===== src/rtl/req_join_sched_pkg.sv =====
// Shared definitions for the request fork/join scheduler: FSM encoding and
// default sizing constants.
package req_join_sched_pkg;

  typedef enum logic {
    ST_IDLE = 1'b0,
    ST_WAIT = 1'b1
  } state_e;

  localparam int REQ_NUM_DEF        = 4;
  localparam int TIMEOUT_CYCLES_DEF = 1024;

endpackage : req_join_sched_pkg


===== src/rtl/req_join_sched_done_collector.sv =====
// Sticky per-channel completion bits for one round. Bits set only on
// enabled channels, clear synchronously when a new round is launched, and
// all_done looks through to the current cycle's done pulses so completion
// is seen without an extra cycle of latency.
module req_join_sched_done_collector #(
  parameter int REQ_NUM = 4
) (
  input  logic               clk,
  input  logic               rstn,
  input  logic               clr,
  input  logic               en,
  input  logic [REQ_NUM-1:0] active,
  input  logic [REQ_NUM-1:0] done,
  output logic [REQ_NUM-1:0] collected_nxt,
  output logic               all_done
);

  logic [REQ_NUM-1:0] collected_d;
  logic [REQ_NUM-1:0] collected_q;

  // Next sticky vector: clear wins, otherwise OR in done on active channels.
  always_comb begin
    // NOTE: every signal written here gets a default first so no path leaves
    // it unassigned; a missing default would infer a latch.
    collected_d = collected_q;
    if (clr) begin
      collected_d = '0;
    end else if (en) begin
      collected_d = collected_q | (done & active);
    end
  end

  // Register the sticky vector.
  always_ff @(posedge clk or negedge rstn) begin
    // NOTE: sequential state uses non-blocking assignment so every flop
    // samples pre-edge values regardless of block ordering.
    if (!rstn) begin
      collected_q <= '0;
    end else begin
      collected_q <= collected_d;
    end
  end

  assign collected_nxt = collected_d;
  assign all_done      = ((collected_q | (done & active)) == active);

endmodule : req_join_sched_done_collector


===== src/rtl/req_join_sched.sv =====
// Synchronous fork/join scheduler. A start launches one-cycle go pulses to
// the masked workers, their done pulses are collected, and the round ends
// with fin (all reported), timeout (counter expired) or a silent abort.
module req_join_sched
  import req_join_sched_pkg::*;
#(
  parameter int REQ_NUM        = REQ_NUM_DEF,
  parameter int TIMEOUT_CYCLES = TIMEOUT_CYCLES_DEF,
  parameter int CNT_W          = $clog2(TIMEOUT_CYCLES)
) (
  input  logic               clk,
  input  logic               rstn,
  input  logic               start,
  input  logic [REQ_NUM-1:0] mask,
  input  logic               abort,
  output logic [REQ_NUM-1:0] go,
  input  logic [REQ_NUM-1:0] done,
  output logic               fin,
  output logic               timeout,
  output logic               busy,
  output logic [REQ_NUM-1:0] pending
);

  localparam logic [CNT_W-1:0] CNT_LAST = CNT_W'(TIMEOUT_CYCLES - 1);

  state_e             state_d,   state_q;
  logic [REQ_NUM-1:0] active_d,  active_q;
  logic [CNT_W-1:0]   cnt_d,     cnt_q;
  logic [REQ_NUM-1:0] go_d,      go_q;
  logic               fin_d,     fin_q;
  logic               timeout_d, timeout_q;
  logic               busy_d,    busy_q;
  logic [REQ_NUM-1:0] pending_d, pending_q;

  logic               col_clr;
  logic               col_en;
  logic [REQ_NUM-1:0] collected_nxt;
  logic               all_done;

  req_join_sched_done_collector #(
    .REQ_NUM (REQ_NUM)
  ) u_collector (
    .clk           (clk),
    .rstn          (rstn),
    .clr           (col_clr),
    .en            (col_en),
    .active        (active_q),
    .done          (done),
    .collected_nxt (collected_nxt),
    .all_done      (all_done)
  );

  // Next-state, counter and registered-output logic for the join FSM.
  always_comb begin
    state_d   = state_q;
    active_d  = active_q;
    cnt_d     = cnt_q;
    go_d      = '0;
    fin_d     = 1'b0;
    timeout_d = 1'b0;
    busy_d    = busy_q;
    pending_d = pending_q;
    col_clr   = 1'b0;
    col_en    = 1'b0;

    unique case (state_q)
      ST_IDLE: begin
        if (start) begin
          if (mask != '0) begin
            state_d   = ST_WAIT;
            active_d  = mask;
            cnt_d     = '0;
            go_d      = mask;
            busy_d    = 1'b1;
            pending_d = mask;
            col_clr   = 1'b1;
          end else begin
            // Empty round completes immediately without leaving IDLE.
            fin_d     = 1'b1;
            pending_d = '0;
          end
        end
      end

      ST_WAIT: begin
        col_en    = 1'b1;
        cnt_d     = cnt_q + CNT_W'(1);
        pending_d = active_q & ~collected_nxt;
        // Priority: abort, then completion, then timeout.
        if (abort) begin
          state_d   = ST_IDLE;
          busy_d    = 1'b0;
          pending_d = '0;
        end else if (all_done) begin
          state_d   = ST_IDLE;
          busy_d    = 1'b0;
          fin_d     = 1'b1;
        end else if (cnt_q == CNT_LAST) begin
          // pending keeps the unreported channels for diagnosis.
          state_d   = ST_IDLE;
          busy_d    = 1'b0;
          timeout_d = 1'b1;
        end
      end

      default: state_d = ST_IDLE;
    endcase
  end

  // Single register bank for FSM state, round context and all outputs.
  always_ff @(posedge clk or negedge rstn) begin
    if (!rstn) begin
      state_q   <= ST_IDLE;
      active_q  <= '0;
      cnt_q     <= '0;
      go_q      <= '0;
      fin_q     <= 1'b0;
      timeout_q <= 1'b0;
      busy_q    <= 1'b0;
      pending_q <= '0;
    end else begin
      state_q   <= state_d;
      active_q  <= active_d;
      cnt_q     <= cnt_d;
      go_q      <= go_d;
      fin_q     <= fin_d;
      timeout_q <= timeout_d;
      busy_q    <= busy_d;
      pending_q <= pending_d;
    end
  end

  assign go      = go_q;
  assign fin     = fin_q;
  assign timeout = timeout_q;
  assign busy    = busy_q;
  assign pending = pending_q;

endmodule : req_join_sched


===== config.mk =====
export PLATFORM = sky130hd
export DESIGN_NAME = req_join_sched
export DESIGN_NICKNAME = d
export VERILOG_FILES = /design/src/rtl/req_join_sched_pkg.sv /design/src/rtl/req_join_sched_done_collector.sv /design/src/rtl/req_join_sched.sv
export SDC_FILE = /design/constraint.sdc
export NUM_CORES = 1
export LEC_CHECK = 0
export BUFFER_PORTS_ARGS = -buffer_cell sky130_fd_sc_hd__buf_2
export CAP_MARGIN = 30
export CELL_PAD_IN_SITES_DETAIL_PLACEMENT = 0
export CELL_PAD_IN_SITES_GLOBAL_PLACEMENT = 2
export CORE_UTILIZATION = 25
export CTS_CLUSTER_SIZE = 10
export DETAILED_ROUTE_END_ITERATION = 10
export PLACE_DENSITY_LB_ADDON = 0.1
export SYNTH_ARGS = -nofsm -noshare
export SYNTH_HDL_FRONTEND = slang
export SYNTH_SLANG_ARGS = --single-unit

===== constraint.sdc =====
create_clock -name clk -period 1.38 [get_ports clk]
set_input_delay 0.276 -clock clk [delete_from_list [all_inputs] [get_ports clk]]
set_output_delay 0.276 -clock clk [all_outputs]
set_load 0.005 [all_outputs]

# After elaboration in Yosys (flattened, before gate mapping)
# Cells that the tools add are included.
# op_classes
n_reduce_logical	4
n_addsub	1
mux	34
bitwise_logic	5
n_eq_ne	5
# ops
cell	count
two-way mux 4 bit	7
two-way mux 1 bit	20
two-way mux 10 bit	2
case mux 10 bit (2 select lines)	1
adder 10 x 1 -> 10 bit (second input constant)	1
equality test 10 bit (second input constant)	1
bitwise AND 4 bit	2
case mux 4 bit (2 select lines)	1
case mux 1 bit (2 select lines)	3
AND reduction 3 bit	2
equality test 4 bit	1
!= test 2 bit (second input constant)	2
!= test 4 x 2 -> 1 bit (second input constant)	1
inverter 4 bit	1
bitwise OR 4 bit	1
nonzero test 4 bit	1
AND reduction 2 bit	1
inverter 1 bit	1
# totals
elab_cells	58
input_bits	12
ff_bits	30

# Logic depth before layout (Yosys ltp)
# Gate-level depths: netlist (run 1).
# depth
word_depth	9
depth_mapped	6
ltp_nobuf	5

# Modules after synthesis
# Synthesis (run 1) repeated with hierarchy kept, for this count alone.
# unflattened
cells_unflattened	129
area_unflattened_um2	1417.6
# by_module_without_submodules
module	n_inst	area_per_inst_um2	cells_each
req_join_sched	1	1201.2	105
req_join_sched_done_collector	1	216.5	24

# Worst setup path after synthesis (run 1)
# Ideal clock, no wire load.
# synth_path
path_kind	register to register
start	reg state_q
end	reg pending_q[2], in the netlist pending[2]
path_stages_with_launch	5
path_buffers	0
path_slack_ps	25
setup_time_ps	66
arrival_ps	1289
synth_period_minus_slack_ps	1355
cell_sequence	dfrtp_1 -> and2b_4 -> nand2_4 -> a2111oi_1 -> o32a_1
# synth_between
elab_chain_cells	7
# synth_rtl
element	line_no	source
start, declared	req_join_sched.sv:26	state_e state_d, state_q;
start signal, assigned	req_join_sched.sv:122	state_q <= state_d;
two-way mux 1 bit	req_join_sched.sv:66	unique case (state_q)
two-way mux 4 bit	req_join_sched_done_collector.sv:28	end else if (en) begin
two-way mux 4 bit	req_join_sched_done_collector.sv:26	if (clr) begin
inverter 4 bit	req_join_sched.sv:88	pending_d = active_q & ~collected_nxt;
bitwise AND 4 bit	req_join_sched.sv:88	
two-way mux 4 bit	req_join_sched.sv:90	if (abort) begin
case mux 4 bit (2 select lines)	req_join_sched.sv:66	
end signal, assigned	req_join_sched.sv:129	pending_q <= pending_d;
end, declared	req_join_sched.sv:33	logic [REQ_NUM-1:0] pending_d, pending_q;
# Parallel ways exist; a longest one is shown, timed or not.
# A chain may end at the register's enable or synchronous reset.

# Worst setup path in the final report (run 1)
# layout_path
start	reg u_collector.collected_q[1]
end	reg state_q
# layout_between
elab_chain_cells	5
# layout_rtl
element	line_no	source
start, declared	req_join_sched_done_collector.sv:19	logic [REQ_NUM-1:0] collected_q;
start signal, assigned	req_join_sched_done_collector.sv:40	collected_q <= collected_d;
bitwise OR 4 bit	req_join_sched_done_collector.sv:45	assign all_done = ((collected_q | (done & active)) == active);
equality test 4 bit	req_join_sched_done_collector.sv:45	
two-way mux 1 bit	req_join_sched.sv:94	end else if (all_done) begin
two-way mux 1 bit	req_join_sched.sv:90	
case mux 1 bit (2 select lines)	req_join_sched.sv:66	
via state_d	req_join_sched.sv:26	
# The timed path passes the listed nets, and every way through them passes these cells.

==> run metrics, run 1 <==
fin. max-slew vios 0; GP Congestion 0.794; synth warn 0; Top-Level Pins 23; Syn Area/Cell 11.9 um2; final setup margin 20.0 ps; hold_sp done[1]; critical path class reg -> reg; Static Leak 0.000959 uW; Synth area leaders dfrtp_1 (55%), a22o_1 (3.2%), a21o_1 (2.7%); synthesis-to-finish area growth 43.2%; H-tree levels 2; top cells by count, synth dfrtp_1 (30), inv_1 (7), a21o_1 (5), a22o_1 (5); layout cells sized above 1 43.0%; count of cell types in the netlist 37; Iter 0 DRT Violations 40; Detailed Route WL 3450 um; crit start category register; via count 1,111; post-synthesis register bit count 30; DP HPWL 2550 um; Net Count, Synth 128; Reg clk slew, reported paths 60 ps; latest clock arrival within the worst-skew pair 280 ps; Slew HR 75.2%; Die Ht 76.0 um; Synth Instances 115; WP data arrival 1560 ps; Core ar. 0.00520 mm2; HP Class in -> reg; GRT Util Overall 13.2%; CTS tree done; total grt overflow 0; CP Launch Point u_collector.collected_q[1]; First-pass DRT Iterations 6; PD cells 1780 mW/mm2; Initial Util 26.3%; Clock Skew 7.23 ps; cell area after synthesis 0.00137 mm2; Synth top area share 54.8%; min Tclk post-route 1360 ps; outcome completed; critical path fanouts, max 2; CP Cell Sequence or3b_4, and4_4, a41o_1, o21ai_2; count leader, synth dfrtp_1; clock root cell clkbuf_8; first-pass GRT wire length 5800 um; Synth async-reset ratio 100%; number of enable flip-flop cells after synthesis 0; Hold Vio Cnt, Final 0; total clock buffers created by CTS 5; largest net degree at the start of global routing 21; vias in the first global route 1,145; CTS Buffer Depth 2; top cell type by total area after synthesis dfrtp_1; Crit. End Element register; Main synth FF type dfrtp_1; Via density 4.59; FF+latch area 751 um2; Fin Setup TNS 0 ps; DRC viols 0; slowest cell delay on critical path 410 ps; die area 0.00578 mm2; Critical Path RT 1580 ps; hold_ws 288 ps; Chip Width 76.0 um; number of nets in the layout 186; sequential fraction of the synthesis area 54.8%; initial antenna violation count 0; Num Clock Sinks 30; WL per Instance 14.3 um; antenna cells 0; area occupied by multi-input gates 617 um2; Max Fclk 0.735 GHz; I/O Buffers 22; max capacitance violation total 0; ANT nets after route 0; CP max stage cell or3b_4; r2r startpoint u_collector.collected_q[1]; pre-CTS WS -169 ps; Filler cells 535; Slew @ Worst Pin 373 ps; num rows 26; RSZ-0062 raised after global routing yes; period utilisation layout 98.6%; Setup Viol. Count Final 0; Max VDD drop 0.000655 V
## cells by family (layout without fill, tap and decap cells)
logic type | Yosys count | count (layout) | synth area share [%]
compound gates | 34 | 34 | 19.7
simple gates | 31 | 31 | 14.7
flops | 30 | 30 | 54.8
buf+inv | 11 | 68 | 4.29
xor+xnor | 4 | 4 | 2.56
mux | 4 | 4 | 3.01
fa+ha+maj | 1 | 1 | 0.913
## where the power goes
part	switching [uW]	internal, uW
Combinational	703	833
Sequential	138	1140
Clock	305	384
## metal layers
layer  vias to the layer above  global-route usage, %  share of wire (%)  routed length, um
li1                        545                      -                  -                  -
met1                       540                   18.8                 52               1790
met2                        22                   18.8                 43               1480
met3                         4                   3.95                4.0                137
met4                         0                   4.62                1.2                 40
met5                         -                      0                  0                  0
## sequential cells by signal, summed over array words and instances (netlist names)
register and flops:
cnt_q 10, active_q 4, pending 4, busy 1
timeout 1, fin 1, state_q 1, go 4
u_collector.collected_q 4
## placed cells by master, fill, tap and decap left out, types with 2 or more instances in the layout
cell and instances:
buf_12 3, dfrtp_1 30, mux2i_1 3, inv_1 7, buf_4 29, nor2_1 3, and3_1 2, clkbuf_8 6
xnor2_1 3, a21oi_1 3, nand2_1 4, nand3_1 4, nand4_1 3, a32o_1 3, o32a_1 2, or3b_1 2
o211ai_1 2, o31ai_1 2, a22o_1 5, a2111oi_4 2, nand2b_1 3, and4_4 2, a21o_1 5, or3b_4 2
o22ai_1 3, and2_1 2, buf_2 22
## what timing repair did
item / 4_1_cts / 5_1_grt
endpoints found under the hold margin: 13 / 0
endpoints found under the setup margin: 6 / 8
buffers inserted: 1 / 5
hold buffers: 1 / 0
gates resized for setup: 7 / 7
pin swaps: 2 / 4
## layout make-up
class,count,area share (%)
Tap cell,70,4.46
Clock buffer,6,4.21
Timing Repair Buffer,55,20.3
Inverter,7,1.34
Multi-Input combinational cell,74,31.4
Sequential cell,30,38.3
## path summary, 6_finish.rpt
kind	to	slack (ps)	depth (start not counted)
setup / recovery	state_q	20	4
setup reg to reg	state_q	20	4
hold / removal	u_collector.collected_q[1]	290	2
hold reg to reg	cnt_q[7]	490	1
max in group asynchronous	u_collector.collected_q[0]	510	3
min in group asynchronous	cnt_q[2]	440	2
## metrics by stage
step                power, uW  cell area, um2  cells  util, %
floorplan                1960            1370    115        -
global placement         2590            1760    229     33.7
detailed placement       2600            1760    229     33.7
CTS                      3380            1890    237     36.3
global route             3760            1960    242     37.7
finish                   3500            1960    242     37.7
## worst max-delay path: cells and delay by family (launching register included)
| kind | cells | cell delay [ps] |
|---|---|---|
| DFF | 1 | 380 |
| AOI/OAI and AO/OA | 2 | 330 |
| and+or+nand+nor | 2 | 590 |
(Power assumes the default switching activity.)
==> run 2, diff against run 1 <==
CELL_PAD_IN_SITES_DETAIL_PLACEMENT = unset   (was 0)
CELL_PAD_IN_SITES_GLOBAL_PLACEMENT = unset   (was 2)
CORE_MARGIN = 2   (was unset)
PLACE_DENSITY_LB_ADDON = unset   (was 0.1)
==> run 2 against run 1 <==
- the flow now finishes with violations (setup timing)
- count of clock-buffer cells in the layout grew 1
- routed wire length decreased by 7.6%
- clock power rose by 3.3%
- non-clock buffer count fell by 4
- combinational power about the same
- total power up 1.7%
- clock skew shrank 1.3 ps
- die area up 5.3%
- first-iteration DRC count rose by 35%
- via count is 3.0% lower
- critical path type unchanged
==> run metrics, run 2 (synthesis results as in run 1) <==
antenna cells 0; fin. max-slew vios 0; vias in the first global route 1,112; total clock buffers created by CTS 5; total grt overflow 0; Fin Setup TNS -13.3 ps; HP Class in -> async; CP max stage cell dfrtp_1; min Tclk post-route 1390 ps; register-to-register setup slack -10 ps; Hold Vio Cnt, Final 0; critical path fanouts, max 3; hold buffers post-CTS 0; first-pass GRT wire length 5270 um; crit start category register; commonest cells after routing, fill and taps aside dfrtp_1 (30), buf_4 (26), buf_2 (22), inv_1 (7), clkbuf_8 (6); CP Capture Point state_q; placed insts 227; CP Launch Point u_collector.collected_q[0]; Die Ht 78.0 um; WP data arrival 1590 ps; via count 1,078; WL per Instance 13.3 um; I/O Buffers 22; Crit. End Element register; die area 0.00609 mm2; FF-to-FF path depth 4; Slew @ Worst Pin 380 ps; clock root cell clkbuf_8; largest net degree at the start of global routing 31; post-layout util 37.4%; Clock Skew 5.91 ps; Static Leak 0.000942 uW; Iter 0 DRT Violations 54; Num Clock Sinks 30; Critical Path RT 1580 ps; critical path class reg -> reg; synthesis-to-finish area growth 41.9%; initial antenna violation count 0; GRT Util Overall 10.9%; ANT nets after route 0; Via density 4.49; PD cells 1830 mW/mm2; Core ar. 0.00520 mm2; RSZ-0062 raised after global routing yes; period utilisation layout 101%; Worst path depth 4; Initial Util 26.3%; Reg clk slew, reported paths 60 ps; final setup margin -13.3 ps; failing checks setup timing; Max VDD drop 0.000612 V; Reg with most FFs cnt_q; CTS tree done; Area after DPL 0.00172 mm2; Slew HR 74.7%; GP Congestion 0.734; CP Cell Sequence or3b_4, and4_4, a41o_1, o21ai_1; CTS Buffer Depth 2; Max Fclk 0.718 GHz; latest clock arrival within the worst-skew pair 270 ps; H-tree levels 2; post-route design area 0.00194 mm2; number of nets in the layout 182; cell family with most CP delay simple AND/OR/NAND/NOR gates; most common cell after layout, fill and taps aside dfrtp_1; layout cells sized above 1 42.4%; Chip Width 78.0 um; DRC viols 0; First-pass DRT Iterations 4; Final Instance Count excl. Fillers 240; crit path buf inv count 0; Top-Level Pins 23; slowest cell delay on critical path 400 ps; max FFs per register 10; Setup Viol. Count Final 1; outcome finished, violations left; Detailed Route WL 3190 um; max capacitance violation total 0; worst reg2reg endpoint state_q; r2r startpoint u_collector.collected_q[0]; num rows 26; DP HPWL 2280 um
-- run 2: repair_timing --
action	4_1_cts	5_1_grt
endpoints found under the setup margin	3	8
setup buffers	1	3
endpoints found under the hold margin	0	0
resized for setup	2	14
cloned	0	1
pin swaps	1	10
-- run 2: metal layers --
layer / part of all wire, % / global-route usage [%]
met1: 51 / 16.5
met2: 45 / 14.8
met4: 1.1 / 4.56
met5: 0 / 0
met3: 3.1 / 2.30
-- run 2: worst min path at each step --
stage                     slack (ps)     endpoint  startpoint
after floorplan                  -20  active_q[0]        rstn
after global placement           310        go[1]        rstn
after detailed placement         310        go[0]        rstn
after CTS                         10        go[0]        rstn
after global routing              30   pending[1]        rstn
final                            0.4        go[0]        rstn
-- run 2: cell type report --
cell class	instances	area, um2
Multi-Input combinational cell	74	627
Inverter	7	26.3
Tap cell	70	87.6
Fill cell	518	3260
Timing Repair Buffer	51	362
Clock inverter	1	5.00
Sequential cell	30	751
Clock buffer	7	86.3
-- run 2: stage by stage --
step	power, uW	hold slack (ps)	setup WS (ps)
finish	3560	0.385	-13.3
global route	3810	32.1	-26.3
CTS	3290	14.0	1.95
detailed placement	2550	311	-126
global placement	2530	310	-107
floorplan	1960	-19.6	24.7
-- run 2: where the power goes --
group          total, uW  internal [uW]  switching [uW]
Sequential          1290           1140             147
Combinational       1560            862             702
Clock                711            401             310
